<file path="src/rtl/reg_file_mp.sv">
// Multi-port integer register file with post-reset clear sequencer,
// same-cycle write-to-read bypass and per-register busy scoreboard.
module reg_file_mp #(
  parameter int unsigned XLEN     = 32,
  parameter int unsigned NREG     = 32,
  parameter int unsigned NRD      = 2,
  parameter int unsigned AW       = $clog2(NREG),
  parameter int unsigned ZERO_REG = 1,
  parameter int unsigned BYPASS   = 1
) (
  input  logic                clk,
  input  logic                rst,
  input  logic                Reg_write,
  input  logic [AW-1:0]       Rd,
  input  logic [XLEN-1:0]     write_data,
  input  logic [NRD*AW-1:0]   Rs,
  output logic [NRD*XLEN-1:0] read_data,
  output logic [NRD-1:0]      Rs_busy,
  input  logic                Rsv_valid,
  input  logic [AW-1:0]       Rsv_rd,
  output logic                init_done
);

  typedef enum logic {CLEAR, READY} state_t;

  state_t            state_q, state_d;
  logic [AW-1:0]     cnt_q, cnt_d;
  logic              clr_en, wr_en, rsv_en;
  logic [XLEN-1:0]   entries [NREG];
  logic [NREG-1:0]   busy;

  // State, clear counter and init_done registers
  always_ff @(posedge clk or negedge rst) begin
    if (!rst) begin
      state_q   <= CLEAR;
      cnt_q     <= '0;
      init_done <= 1'b0;
    end else begin
      state_q   <= state_d;
      cnt_q     <= cnt_d;
      init_done <= (state_d == READY);
    end
  end

  // Next-state and per-edge update enables
  always_comb begin
    state_d = state_q;
    cnt_d   = cnt_q;
    clr_en  = 1'b0;
    wr_en   = 1'b0;
    rsv_en  = 1'b0;
    case (state_q)
      CLEAR: begin
        clr_en = 1'b1;
        cnt_d  = cnt_q + AW'(1);
        if (cnt_q == AW'(NREG - 1)) state_d = READY;
      end
      READY: begin
        wr_en  = Reg_write && !((ZERO_REG != 0) && (Rd == '0));
        rsv_en = Rsv_valid && !((ZERO_REG != 0) && (Rsv_rd == '0));
      end
      default: state_d = CLEAR;
    endcase
  end

  // Storage array; contents only become defined through the clear sweep
  always_ff @(posedge clk) begin
    if (clr_en) begin
      entries[cnt_q] <= '0;
    end else if (wr_en) begin
      entries[Rd] <= write_data;
    end
  end

  // Busy scoreboard; a reservation on the same edge overrides the write clear
  always_ff @(posedge clk or negedge rst) begin
    if (!rst) begin
      busy <= '0;
    end else begin
      if (wr_en)  busy[Rd]     <= 1'b0;
      if (rsv_en) busy[Rsv_rd] <= 1'b1;
    end
  end

  for (genvar k = 0; k < NRD; k++) begin : g_rd
    logic [AW-1:0]   rs;
    logic [XLEN-1:0] val;
    logic            zero_hit, byp_hit;

    assign rs       = Rs[k*AW +: AW];
    assign zero_hit = (ZERO_REG != 0) && (rs == '0);
    assign byp_hit  = (BYPASS != 0) && Reg_write && (Rd == rs) &&
                      ((Rd != '0) || (ZERO_REG == 0));

    // Read priority: hardwired zero, then bypass, then stored entry
    always_comb begin
      val = entries[rs];
      if (state_q != READY) val = '0;
      else if (zero_hit)    val = '0;
      else if (byp_hit)     val = write_data;
    end

    assign read_data[k*XLEN +: XLEN] = val;
    assign Rs_busy[k] = (state_q == READY) && busy[rs];
  end

endmodule

</file>
<file path="config.mk">
export PLATFORM = sky130hd
export DESIGN_NAME = reg_file_mp
export DESIGN_NICKNAME = d
export VERILOG_FILES = /design/src/rtl/reg_file_mp.sv
export SDC_FILE = /design/constraint.sdc
export NUM_CORES = 1
export LEC_CHECK = 0
export BUFFER_PORTS_ARGS = -buffer_cell sky130_fd_sc_hd__buf_4
export CAP_MARGIN = 20
export CORE_MARGIN = 8
export CORE_UTILIZATION = 55
export CTS_BUF_LIST = sky130_fd_sc_hd__clkbuf_16
export DETAILED_ROUTE_END_ITERATION = 12
export HOLD_SLACK_MARGIN = 0.12
export PLACE_DENSITY_LB_ADDON = 0.15
export SETUP_SLACK_MARGIN = 0.4
export SLEW_MARGIN = 15
export SYNTH_ARGS = -nofsm -noshare
export SYNTH_HDL_FRONTEND = slang
export SYNTH_SLANG_ARGS = --single-unit
</file>
<file path="constraint.sdc">
create_clock -name clk -period 8.7 [get_ports clk]
set_clock_uncertainty 0.2 [all_clocks]
set_input_delay 0.435 -clock clk [delete_from_list [all_inputs] [get_ports clk]]
set_output_delay 0.435 -clock clk [all_outputs]
set_load 0.02 [all_outputs]
</file>
Word-level counts from Yosys, hierarchy flattened
Memory sizes are Yosys's and may differ from the RTL's.
Cells that the tools add are included.
Widths: inputs -> output; s select.
- memories kept: 1
- bits in latches: 0
- RAM bits: 1024
- bits in read-only memories: 0
- bits in registers: 38
- output and inout bits: 67
- memory list (memory ; words ; width ; rd ports ; clocked after memory_dff ; write ports ; RTL line ; RTL):
    entries ; 32 ; 32 ; 2 ; 0 ; 1 ; 29 ; logic [XLEN-1:0] entries [NREG];
- multiply operators: 0
- shift operators: 0
- equal/unequal tests: 3
- add/sub/neg operators: 1
- muxes and demuxes: 27
- bitwise gates (word level): 3
- reductions and logical operators: 18
- divide/modulo/power cells: 0
- $lt $le $gt $ge: 6
- operators with widths (cell ; count):
    $mux 32 ; 9
    $and 32x32->32 ; 1
    $not 32->32 ; 1
    $or 32x32->32 ; 1
    $reduce_or 32->1 ; 1
    $lt 5x6->1 const B ; 4
    $logic_not 5->1 ; 4
    $mux 1 ; 13
    $bmux 1 s5 ; 2
    $demux 1 s5 ; 2
    $eq 5x5->1 ; 2
    $ge 5x1->1 const B ; 2
    $logic_and 1x1->1 ; 10
    $add 5x1->5 const B ; 1
    $eq 5x5->1 const B ; 1
    $mux 5 ; 1
    $reduce_bool 5->1 ; 1
    $logic_not 1->1 ; 2

Depth between registers and ports, before layout
Gate-level depths: netlist (run 1).
- word-level depth: 9
- depth in mapped cells: 9
- depth with buffers taken out: 5

Worst setup path before layout (run 1)
No wires, ideal clock.
- path kind: input-to-reg
- start point: input port Rd[2]
- end point: memory entries[6][0], enable pin
- required time: 8039 ps
- path slack: 4026 ps
- arrival: 4013 ps
- stages: 7
- library setup time: 461 ps
- path buffers: 2
- cells stage by stage: buf_6 -> or3_4 -> o311a_1 -> buf_2 -> nor3b_2 -> a21oi_2 -> nor3_1
- word-level cells in the longest chain between the ends: 9
- elaborated cells between the ends (all ways): 10
- classes of those cells: 6 x mux; 4 x reduce/logical
- RTL lines (what ; RTL line ; RTL):
    from (decl) ; 14 ; input logic [AW-1:0] Rd,
    $logic_not 5->1 ; 59 ; wr_en = Reg_write && !((ZERO_REG != 0) && (Rd == '0));
    $logic_not 1->1 ; 59 ;
    $logic_and 1x1->1 ; 59 ;
    $mux 1 ; 52 ; case (state_q)
    $mux 1 ; 70 ; end else if (wr_en) begin
    $mux 1 ; 68 ; if (clr_en) begin
    $mux 1 (not written as such) ; 71 ; entries[Rd] <= write_data;
    $reduce_or 32->1 (no source line) ; n/a ;
    $mux 5 (no source line) or $mux 1 (tied branches) ; n/a ;
    to (decl) ; 29 ;
Parallel ways exist; a longest one is shown, timed or not.

Worst setup path after layout (run 1)
- start point: input port Rs[5]
- end point: output port read_data[51]
- word-level cells in the longest chain between the ends: 6
- elaborated cells between the ends (all ways): 8
- classes of those cells: 1 x eq/ne; 3 x mux; 3 x reduce/logical; 1 x memory
- RTL lines (what ; RTL line ; RTL):
    from (decl) ; 16 ; input logic [NRD*AW-1:0] Rs,
    branches (longest 4 deep; another with $mem_v2 32x32) ; n/a ;
    $mux 32 * ; 99 ; else if (zero_hit) val = '0;
    $mux 32 * ; 98 ; if (state_q != READY) val = '0;
    to (decl) ; 17 ; output logic [NRD*XLEN-1:0] read_data,
Mark *: on every way between the ends.

==> metrics.md, run 1 <==
| Metric | Value |
|---|---|
| Die Ht | `320 um` |
| Netlist cell types | `58` |
| Num rows | `111` |
| Post-synthesis async set-or-reset flop share | `0.0358` |
| CP Max Fanout | `95` |
| Area leader, netlist | `edfxtp_1` |
| TritonRoute pass-1 iters | `6` |
| Synth Instances | `2901` |
| Fin cells | `4265` |
| Initial Utilization | `0.554` |
| Dpl cell area | `53000 um^2` |
| Initial DRC Count | `4232` |
| Post-synthesis mux area share | `0.234` |
| Tmin final | `4710 ps` |
| # hold bufs at CTS | `14` |
| Global-route wire length before repair | `226000 um` |
| Count leader, synth | `edfxtp_1` |
| Static leakage | `0.0205 uW` |
| Status | `finished, final reports clean` |
| Via-to-Cell Ratio | `7.46` |
| # placed instances | `4044` |
| Sequential-to-total area share from yosys stat | `0.626` |
| Setup_tns | `0 ps` |
| Fin. max-slew vios | `0` |
| Nature of the critical path endpoint | `primary output` |
| Root buf cell | `clkbuf_16` |
| Core Footprint | `91500 um^2` |
| CP required | `8070 ps` |
| Initial antenna violation count | `2` |
| Detailed placement HPWL | `86500 um` |
| Layout area overhead | `12.0%` |
| Post-Syn Area | `50700 um^2` |
| Routed vias | `31800` |
| Routed WL | `157000 um` |
| Max-cap violations | `0` |
| Critical path class | `in2out` |
| DIE AREA | `102000 um^2` |
| Fill cell count | `6416` |
| Inserted Clock Buffers | `108` |
| Synth top cells by count | `edfxtp_1, mux2i_1, mux4_2` |
| # resized after CTS | `0` |
| Reg clk slew, reported paths | `60 ps` |
| Slew HR | `0.267` |
| Final hold vios | `0` |
| Top cell type's share of synthesized area | `0.607` |
| Number of global-route vias before repair | `32100` |
| Min-delay worst type | `in2reg` |
| Final hold slack | `140 ps` |
| EDFF count, synth | `1024` |
| CTS tree | `yes` |
| DRC Markers | `0` |
| Final RePlAce weighted congestion | `0.843` |
| Inserted Diodes | `0` |
| Final instance area | `56700 um^2` |
| Mean Syn Cell Area | `17.5 um^2` |
| Die width | `320 um` |
| Final ANT Viol Nets | `0` |
| Global route overflow | `0` |
| Share of layout cells above drive strength 1 | `0.252` |
| Total track usage | `0.302` |
| RSZ-0062 raised after global routing | `false` |
| Worst-skew pair later-pin latency | `680 ps` |
| Port bufs | `122` |
| Max clock buf depth | `3` |
| Post-CTS setup buffer count | `0` |
| Final setup vio count | `0` |
| Final Net Count | `3046` |
| Slew @ Worst Pin | `1100 ps` |
| Warnings, synthesis | `0` |
| Wire length per cell | `36.7 um` |
| Mapped Nets | `2959` |
| Top FF cell, synth | `edfxtp_1` |
| Top cells by area, synth | `edfxtp_1, mux4_2, mux2i_1` |
| PwrDens | `201 nW/um^2` |
| Critical path arrival | `4070 ps` |
| Startpoint types | `input port` |
| Largest family of logic cells by synthesized area | `multiplexers` |
| Synth Area in Simple Gates | `0.0218` |
| Area fraction in compound gates after synthesis | `0.0936` |
| Final period util | `0.541` |
| Post-Synth Adder-Cell Area | `0.000494` |
| Max Clk Rate | `0.212 GHz` |
| Xor/xnor share of the synthesized area | `0.00225` |
| Max rail drop VDD | `0.204 mV` |
| Clk sink count | `1062` |
| Largest net degree at the start of global routing | `135` |
| IO Count | `123` |
| Yosys reg bits | `1062` |
| H-tree depth | `3` |
-- critical path, cell delays in order --
cell and delay [ps]:
buf_8 500, buf_12 640, xnor2_1 200, nand4_1 240
o31ai_4 290, buf_4 690, a211oi_1 270, a211o_1 380
buf_4 190
-- layout by cell type, fill, tap and decap left out, types with 35 or more instances in the layout --
master	netlist	routed
edfxtp_1	1024	1024
mux2i_1	369	369
mux4_2	360	360
buf_4	23	186
a221oi_1	160	160
clkbuf_16	0	113
a22oi_1	96	96
o21ai_0	95	95
a21oi_1	68	68
o21bai_1	64	64
a211oi_1	64	64
nand2_1	50	50
dfrtp_1	38	38
nor2b_1	39	35
-- sequential cells by signal, summed over array words and instances, names as in the netlist --
register	flops
entries	1024
cnt_q	5
busy	32
state_q	1
-- power by group --
part	total (uW)	leakage, uW	switching (uW)	internal [uW]
logic	1090	0.00751	699	395
clock network	4670	0.00183	1980	2690
registers	5660	0.0111	16.3	5640
-- metal layers --
layer | track usage | share of wire | vias to the layer above
li1 | - | - | 12600
met3 | 0.0698 | 0.11 | 413
met1 | 0.402 | 0.37 | 16700
met4 | 0.103 | 0.038 | 0
met2 | 0.491 | 0.48 | 2105
met5 | 0 | 0 | -
-- final cells by class --
| class | instances | area [um^2] | area share |
|---|---|---|---|
| Sequential cell | 1062 | 31700 | 0.559 |
| Multi-Input combinational cell | 1594 | 18200 | 0.320 |
| Clock buffer | 113 | 2830 | 0.0498 |
| Timing Repair Buffer | 218 | 1840 | 0.0324 |
| Tap cell | 1186 | 1480 | 0.0261 |
| Clock inverter | 88 | 724 | 0.0128 |
| Inverter | 4 | 15.0 | 0.000265 |
-- path summary, 6_finish.rpt --
kind                                 from         endpoint  slack, ps  cells after the start
max                                 Rs[5]    read_data[51]       3990                      9
min                        write_data[20]  entries[25][20]        140                      2
max reg2reg                       state_q   entries[14][3]       4460                      6
min reg2reg                       busy[0]          busy[0]        200                      0
max in group asynchronous             rst          busy[6]       7480                      4
min in group asynchronous             rst          busy[1]        600                      4
-- stage by stage --
stage	total power (uW)	util	worst slack, ps
global route	11700	0.620	3870
detailed placement	6840	0.579	4090
floorplan	6430	-	4030
CTS	11400	0.619	4050
finish	11400	0.620	3990
global placement	6820	0.578	4060
-- logic make-up (layout without fill, tap and decap cells) --
logic type,after synthesis,after routing
flops,1062,1062
compound gates,639,639
fa+ha+maj,2,2
xor+xnor,13,13
buf+inv,245,423
simple gates,207,207
mux,733,733
Power figures use the tool's default switching activity.
==> inputs of run 2 (changes only) <==
Clock period 8.7 ns to 4.3 ns, I/O delays scaled along.
==> run 2 against run 1 <==
Against the previous run:
- critical path depth is 2 lower
- first-iteration DRC count is 4.5% lower
- via count is 0.54% lower
- count of clock-buffer cells in the layout is 1 higher
- flip-flop and latch count stayed put
==> metrics.md, run 2 (synthesis results as in run 1) <==
| Metric | Value |
|---|---|
| Port bufs | `122 (unchanged)` |
| Initial Utilization | `0.554 (unchanged)` |
| TritonRoute pass-1 iters | `6 (unchanged)` |
| Final setup vio count | `0 (unchanged)` |
| Crit Reg-Reg Startpoint | `state_q` |
| Crit Reg-Reg Endpoint | `busy[29]` |
| Max rail drop VDD | `0.340 mV (+66%)` |
| Total track usage | `0.295 (-0.00677)` |
| CTS tree | `yes` |
| Most common cell after layout, fill and taps aside | `edfxtp_1` |
| Tmin final | `3550 ps` |
| Final RePlAce weighted congestion | `0.865 (+2.7%)` |
| Routed WL | `152000 um (-2.8%)` |
| CP Max Fanout | `32 (-66%)` |
| CP max-delay cell | `buf_4` |
| Number of global-route vias before repair | `33400 (+3.8%)` |
| Hold Path Origin | `write_data[19]` |
| Status | `finished, final reports clean` |
| Max clock buf depth | `3 (unchanged)` |
| Highest routed metal layer | `met4` |
| CP endpoint | `read_data[2]` |
| Pre-CTS setup slack | `849 ps (-3240 ps)` |
| PwrDens | `400 nW/um^2 (+99%)` |
| Via-to-Cell Ratio | `7.24 (-3.0%)` |
| Final Net Count | `3150 (+3.4%)` |
| # hold bufs at CTS | `44 (+30)` |
| Post-CTS setup buffer count | `0 (unchanged)` |
| Inserted Clock Buffers | `109 (+0.93%)` |
| Slew HR | `0.175 (-0.0924)` |
| Initial DRC Count | `4042 (-4.5%)` |
| DRC Markers | `0 (unchanged)` |
| Max-cap violations | `0 (unchanged)` |
| Max reg flops | `1024 (unchanged)` |
| Most used cell, CP | `buf_4` |
| Slew @ Worst Pin | `1240 ps (+139 ps)` |
| DIE AREA | `102000 um^2 (unchanged)` |
| Static leakage | `0.0211 uW (+3.0%)` |
| H-tree depth | `3 (unchanged)` |
| Most frequent cells in the layout | `edfxtp_1, mux2i_1, mux4_2, buf_4, a221oi_1` |
| CP startpoint | `state_q` |
| RSZ-0062 raised after global routing | `false` |
| Final period util | `0.826` |
| Inserted Diodes | `0 (unchanged)` |
| WL met3 | `14200 um (-19%)` |
| Worst Path Buf+Inv | `4 (unchanged)` |
| # placed instances | `4105 (+1.5%)` |
| Startpoint types | `flip-flop` |
| Detailed placement HPWL | `89600 um (+3.5%)` |
| Layout area overhead | `14.6%` |
| Largest net degree at the start of global routing | `107 (-21%)` |
| Global-route wire length before repair | `223000 um (-1.1%)` |
| Worst-skew pair later-pin latency | `680 ps (about the same)` |
| Final hold vios | `0 (unchanged)` |
| M1 WL | `56800 um (-1.3%)` |
| Share of layout cells above drive strength 1 | `0.266 (+0.0144)` |
| Fill cell count | `6334 (-1.3%)` |
| Root buf cell | `clkbuf_16` |
| Die width | `320 um (unchanged)` |
| FF/Latch Area | `31700 um^2 (unchanged)` |
| Fin. max-slew vios | `0 (unchanged)` |
| Area of the multi-input gates | `18200 um^2 (about the same)` |
| Critical path arrival | `3140 ps (-930 ps)` |
| Met2 WL | `74900 um (-1.2%)` |
| Core Footprint | `91500 um^2 (unchanged)` |
| Fin cells | `4372 (+2.5%)` |
| Initial antenna violation count | `1 (-1)` |
| Final ANT Viol Nets | `0 (unchanged)` |
| Min-delay worst type | `in2reg` |
| Nature of the critical path endpoint | `primary output` |
| Global route overflow | `0 (unchanged)` |
| CP cell instances | `buf_4, o41ai_1, buf_4, nor4_2, buf_4, a221o_1, buf_4` |
| Num rows | `111 (unchanged)` |
| Critical path class | `reg2out` |
| Max Clk Rate | `0.281 GHz` |
| Routed vias | `31700 (-0.54%)` |
| Delay-heaviest family, CP | `buffers and inverters` |
| Reg clk slew, reported paths | `60 ps (about the same)` |
| Wire length per cell | `34.8 um (-5.2%)` |
| CP required | `3880 ps (-4190 ps)` |
| Final worst setup slack | `747 ps (-3250 ps)` |
| Critical path depth | `7 (-2)` |
| IO Count | `123 (unchanged)` |
| Die Ht | `320 um (unchanged)` |
| Depth of the most critical reg-to-reg path | `8 (+2)` |
| Clk sink count | `1062 (unchanged)` |
| CP max stage delay | `630 ps (-60 ps)` |
| Top Registers | `entries: 1024 flops, busy: 32 flops, cnt_q: 5 flops` |
| # resized after CTS | `0 (unchanged)` |
| Largest Register | `entries` |
| FF-to-FF setup slack | `970 ps (-3490 ps)` |
| Overall power | `23200 uW (+100%)` |
==> run 2: changes by cell type in the layout (fill, tap and decap cells not counted), sizes merged <==
cell         change
buf             +64
dlygate4sd3     +39
inv              +4
clkinv           -2
clkinvlp         +2
bufinv           -1
clkbuf           +1
==> run 2: report_power, final <==
part           internal [uW]  switching (uW)  leakage (uW)
logic                    885            1420       0.00811
registers              11400            32.2        0.0111
clock network           5450            4020       0.00184
==> run 2: worst min-delay path by stage <==
stage,cells past startpoint,slack [ps],endpoint
2_1_floorplan,0,-280,busy[0]
3_3_place_gp,1,-3,busy[30]
3_5_place_dp,1,20,busy[30]
4_1_cts,2,190,entries[15][14]
5_1_grt,2,160,entries[10][19]
6_report,2,140,entries[11][19]
==> run 2: metal layers <==
layer  up-vias  GRT usage
met2      1912      0.489
met1     16500      0.389
li1      12800          -
met4         0      0.118
met3       378     0.0524
met5         -          0
==> run 2: area by class of cell <==
| type | instances | area share |
|---|---|---|
| Sequential cell | 1062 | 0.546 |
| Clock inverter | 91 | 0.0126 |
| Timing Repair Buffer | 321 | 0.0536 |
| Clock buffer | 114 | 0.0491 |
| Tap cell | 1186 | 0.0256 |
| Multi-Input combinational cell | 1594 | 0.313 |
| Inverter | 4 | 0.000280 |
==> run 2: stage by stage <==
stage	util	hold slack [ps]	setup TNS, ps	cell area (um^2)
after CTS	0.632	195	0	57800
after floorplan	-	-281	-9870	50700
after global placement	0.588	-3.18	0	53800
after global routing	0.634	164	0	58100
after detailed placement	0.588	20.0	0	53800
final	0.634	136	0	58100
==> run 2: worst register-to-register path, delay by kind of cell, from the launching register on <==
kind	cells	cell delay, ps
buffers and inverters	5	2250
DFF	1	350
AOI/OAI and AO/OA	2	280
and+or+nand+nor	1	130
